### config.mk
export PLATFORM = sky130hd
export DESIGN_NAME = pulse_channel
export DESIGN_NICKNAME = d
export VERILOG_FILES = /design/src/rtl/pulse_channel.sv
export SDC_FILE = /design/constraint.sdc
export NUM_CORES = 1
export LEC_CHECK = 0
export BUFFER_PORTS_ARGS = -buffer_cell sky130_fd_sc_hd__buf_4
export CAP_MARGIN = 25
export CORE_MARGIN = 5
export CORE_UTILIZATION = 53
export CTS_CLUSTER_SIZE = 28
export DETAILED_ROUTE_END_ITERATION = 8
export GPL_ROUTABILITY_DRIVEN = 0
export PLACE_DENSITY = 0.74
export SYNTH_ARGS = -nofsm -noshare
export SYNTH_HDL_FRONTEND = slang
export SYNTH_SLANG_ARGS = --single-unit
export TNS_END_PERCENT = 10
### constraint.sdc
create_clock -name clk -period 4.5 [get_ports clk]
set_clock_uncertainty 0.15 [all_clocks]
set_input_delay 0.45 -clock clk [delete_from_list [all_inputs] [get_ports clk]]
set_output_delay 0.45 -clock clk [all_outputs]
set_load 0.1 [all_outputs]
### src/rtl/pulse_channel.sv
// pulse_channel: NES-style pulse voice with duty sequencer, envelope, length counter and sweep.
module pulse_channel #(
  parameter int CHANNEL = 0,
  parameter int TIMER_W = 11
) (
  input  logic       clk,
  input  logic       rst,
  input  logic       wr_en,
  input  logic [1:0] wr_addr,
  input  logic [7:0] wr_data,
  input  logic       ch_enable,
  input  logic       apu_tick,
  input  logic       quarter_frame,
  input  logic       half_frame,
  output logic [3:0] vol,
  output logic       active
);
  localparam logic [31:0] DUTY_SEQ = {8'hF9, 8'h1E, 8'h06, 8'h02};
  localparam logic [7:0] LEN [32] = '{
    8'd10, 8'd254, 8'd20, 8'd2, 8'd40, 8'd4, 8'd80, 8'd6,
    8'd160, 8'd8, 8'd60, 8'd10, 8'd14, 8'd12, 8'd26, 8'd14,
    8'd12, 8'd16, 8'd24, 8'd18, 8'd48, 8'd20, 8'd96, 8'd22,
    8'd192, 8'd24, 8'd72, 8'd26, 8'd16, 8'd28, 8'd32, 8'd30
  };
  localparam logic [TIMER_W:0] NEG_ADJ = (TIMER_W+1)'(CHANNEL == 0 ? 1 : 0);
  logic [1:0]         duty;
  logic               halt, const_vol, sweep_en, negate, env_start, sweep_reload;
  logic [3:0]         env_v, decay, env_div;
  logic [2:0]         sweep_p, shift, step, sdiv;
  logic [TIMER_W-1:0] period, timer;
  logic [7:0]         length;
  logic [TIMER_W:0]   delta, target;
  logic               mute, duty_bit;
  always_comb begin
    delta    = {1'b0, period} >> shift;
    target   = negate ? {1'b0, period} - delta - NEG_ADJ : {1'b0, period} + delta;
    mute     = (period < TIMER_W'(8)) || (!negate && target[TIMER_W]);
    duty_bit = DUTY_SEQ[{duty, step}];
  end
  always_ff @(posedge clk) begin
    if (rst) begin
      {duty, halt, const_vol, env_v} <= '0;
      {sweep_en, sweep_p, negate, shift} <= '0;
      period       <= '0;
      timer        <= '0;
      step         <= '0;
      env_start    <= 1'b0;
      decay        <= '0;
      env_div      <= '0;
      sdiv         <= '0;
      sweep_reload <= 1'b0;
      length       <= '0;
      vol          <= '0;
      active       <= 1'b0;
    end else begin
      if (apu_tick) begin
        if (timer == '0) begin
          timer <= period;
          step  <= step + 3'd1;
        end else timer <= timer - 1'b1;
      end
      if (quarter_frame) begin
        if (env_start) begin
          env_start <= 1'b0;
          decay     <= 4'hF;
          env_div   <= env_v;
        end else if (env_div == '0) begin
          env_div <= env_v;
          if (decay != '0) decay <= decay - 1'b1;
          else if (halt) decay <= 4'hF;
        end else env_div <= env_div - 1'b1;
      end
      if (half_frame) begin
        if (sdiv == '0 && sweep_en && shift != '0 && !mute) period <= target[TIMER_W-1:0];
        if (sdiv == '0 || sweep_reload) begin
          sdiv         <= sweep_p;
          sweep_reload <= 1'b0;
        end else sdiv <= sdiv - 1'b1;
        if (!halt && length != '0) length <= length - 1'b1;
      end
      // register writes come last so they override same-cycle tick updates
      if (wr_en && wr_addr == 2'd0) {duty, halt, const_vol, env_v} <= wr_data;
      if (wr_en && wr_addr == 2'd1) begin
        {sweep_en, sweep_p, negate, shift} <= wr_data;
        sweep_reload <= 1'b1;
      end
      if (wr_en && wr_addr == 2'd2) period[7:0] <= wr_data;
      if (wr_en && wr_addr == 2'd3) begin
        period[TIMER_W-1:8] <= wr_data[TIMER_W-9:0];
        if (ch_enable) length <= LEN[wr_data[7:3]];
        step      <= '0;
        env_start <= 1'b1;
      end
      if (!ch_enable) length <= '0;
      vol    <= (mute || length == '0 || !duty_bit) ? 4'd0 : (const_vol ? env_v : decay);
      active <= length != '0;
    end
  end
endmodule

==> out/qor.yml <==
clock_network:
  cts_num_sinks: 67
  h-tree-depth: 3
  cts_buffer_depth: 2
  cts-root-buf: "clkbuf_8"
  cts_hold_buffers: 0
  post-cts-setup-buffers: 0
  cts_resized: 0
  cts_inserted_buffers: 9
  cts_tree: "built"
  clk_latency_ns: 0.34
  worst_setup_hold_path_clk_slew_ns: 0.07
synth:
  synth_edf_count: 0
  ys_types: 60
  syn-num-nets: 680
  ys_top_cells_by_area: "dfxtp_1, ha_1, mux2i_1, nor2_1, nand2_1"
  synth_commonest_cells: "dfxtp_1, nor2_1, nand2_1, inv_1, a21oi_1"
  post-synth-top-count-cell: "dfxtp_1"
  ys_seq_area_share_pct: 27.49
  synth_warnings: 0
  synth_top_cell_by_area: "dfxtp_1"
  async_flop_share_pct: 0
  postSynthAreaPerCell_um2: 7.831
  ys_seq_elements: 67
  yosys.area.top_type_share_pct: 27.49
  synth_cells: 623
  synth_ff_type: "dfxtp_1"
  syn_area_um2: 4878
floorplan:
  core_area_um2: 9109
  start_util_pct: 53.56
  num_rows: 35
  die_area_um2: 11220
  die_h_um: 105.9
  die_w_um: 105.9
  io_pins: 22
power:
  p_seq_share_pct: 39.9
  combPwrFrac_pct: 38.2
  power_mw: 1.980
  intPower_mw: 1.234
  switching_share_pct: 37.67
  vdd_ir_drop_max_v: 0.0002882
  power.switching_mw: 0.7459
  power_density_nw_per_um2: 378.7
  power.leakage_nw: 2.199
  clkPwrFrac_pct: 21.9
sta:
  setup_viol: 0
  slew_headroom_pct: 56.84
  slew_viol_final: 0
  fmax_ghz: 0.2492
  period_needed_ns: 4.012
  fin_crit_sh_pct: 89.16
  finalHoldViolCount: 0
  rsz0062_at_grt: "no"
  fin_setup_tns_ns: 0
  tightestPinTransition_ns: 0.6465
critical_path:
  cp-end-kind: "register"
  rrSetupSlack_ns: 0.49
  worst-path-max-fanout: 17
  rr_endpoint: "period[7]"
  r2r_cells: 11
  critPathRequiredTime_ns: 4.60
  reg2reg_from: "shift[1]"
  critPathLaunchType: "register"
  worstPathArrival_ns: 4.12
  critical_path_class: "register to register"
finish:
  final_net_count: 684
  drive_gt1_share_pct: 7.460
  n_antenna_cell: 0
  area_growth_pct: 7.181
global_route:
  use_met1_pct: 27.33
  grt_antenna_before_repair: 0
  grt_usage_pct: 21.75
  grt_max_degree: 46
  grt_first_pass_wirelength_um: 20020
  grt_pass1_vias: 4294
  met2_usage_pct: 36.93
  busiest_layer: "met2"
  grt-ovfl-total: 0
  use_met3_pct: 4.250
hold_path:
  holdPathEnd: "env_div[2]"
  hold_path.class: "input pin to register"
  hold_start: "quarter_frame"
  hold_path_depth: 2
placed_design:
  io_buffers: 21
  place.detailed.hpwl_um: 8841
run_status:
  status: "completed"
flow_run:
  cap_viol_max_count: 0
detailed_routing:
  drt_iter0_drc: 232
  ant_nets: 0
  avgViaCountPerCell: 6.053
  routedWlPerCell_um: 16.26
  drt-pass1-iter-count: 5
  post-route-drc-count: 0
  wl_um: 12050
  vias: 4485
-- critical path: stages, from the launching register on --
cell and delay [ns]:
dfxtp_1 0.74, mux2_2 0.42, o21ai_0 0.20, nand2_1 0.07, o21ai_0 0.14, ha_1 0.36
nor2_1 0.29, o211ai_1 0.17, a211oi_1 0.43, or2_1 0.56, nor3_1 0.14, o31ai_1 0.24
-- flip-flops by register name, summed over array words and instances, names as in the netlist, 4 cells and up --
name     count
env_v        4
timer       11
env_div      4
length       8
vol          4
period      11
decay        4
-- per-layer routing --
layer,vias up,part of all wire (%)
li1,2228,-
met1,2115,45
met2,112,47
met3,30,5.2
met4,0,2.4
met5,-,0
-- cells by family (layout without fill, tap and decap cells) --
kind of cell / Yosys count / in the layout / share of synthesized area [%]
AO/OA/AOI/OAI: 162 / 162 / 21.95
flip-flops: 67 / 67 / 27.49
buffers and inverters: 76 / 83 / 6.155
adder cells (fa/ha/maj): 40 / 40 / 10.57
XOR/XNOR: 21 / 21 / 3.770
AND/OR/NAND/NOR: 216 / 216 / 21.57
multiplexers: 41 / 41 / 8.489
-- area by class of cell --
class                   count  area, um^2
fillers                   849        3880
multi-input cells         480        3237
flip-flops and latches     67        1341
repair buffers             23       172.7
inverters                  46       172.7
clock buffers              11       151.4
well taps                 111       138.9
clock inverters             3       15.01
-- worst max-delay path by stage --
stage	start	end	slack, ns	cells past startpoint
final	shift[1]	period[7]	0.49	11
after global routing	shift[1]	period[3]	0.15	11
after CTS	shift[1]	period[7]	0.55	11
after detailed placement	shift[1]	period[7]	0.58	11
after global placement	shift[1]	period[7]	0.76	11
after floorplan	shift[1]	period[5]	1.17	15
-- per-stage QoR --
step,instance area (um^2),utilization [%],cells,hold slack [ns],worst slack [ns]
after floorplan,4878,-,623,0.2865,1.167
after global placement,5062,55.58,727,0.2990,0.7618
after detailed placement,5062,55.58,727,0.3099,0.5779
after CTS,5229,57.40,741,0.1998,0.5488
after global routing,5229,57.40,741,0.2252,0.1452
final,5229,57.40,741,0.2164,0.4876
-- power by group through the flow --
stage	Sequential [mW]	Combinational (mW)	Clock, mW
after floorplan	0.788	0.599	0
after global placement	0.795	0.725	0
after detailed placement	0.799	0.752	0
after CTS	0.788	0.756	0.441
after global routing	0.805	0.856	0.470
final	0.791	0.756	0.433
-- cell usage in the layout (no fill, tap or decap), types with 4 or more instances in the layout --
cell type	count
mux2i_1	38
a221oi_1	4
a21o_1	9
nand2b_1	9
o211ai_1	6
ha_1	38
nor3b_1	7
nand2_1	56
o21a_1	4
dfxtp_1	67
o21ai_0	34
o22ai_1	4
inv_1	45
nor2b_1	13
a21oi_1	41
a41oi_1	4
clkbuf_8	11
nor2_1	59
buf_4	23
xor2_1	7
and3_1	6
a211oi_1	20
nand3_1	11
or3_1	4
o31ai_1	8
a31oi_1	5
xnor2_1	14
nor4_1	7
or2_2	6
and2_1	4
nor3_1	22
No activity file was read; power rests on OpenSTA's default activity.
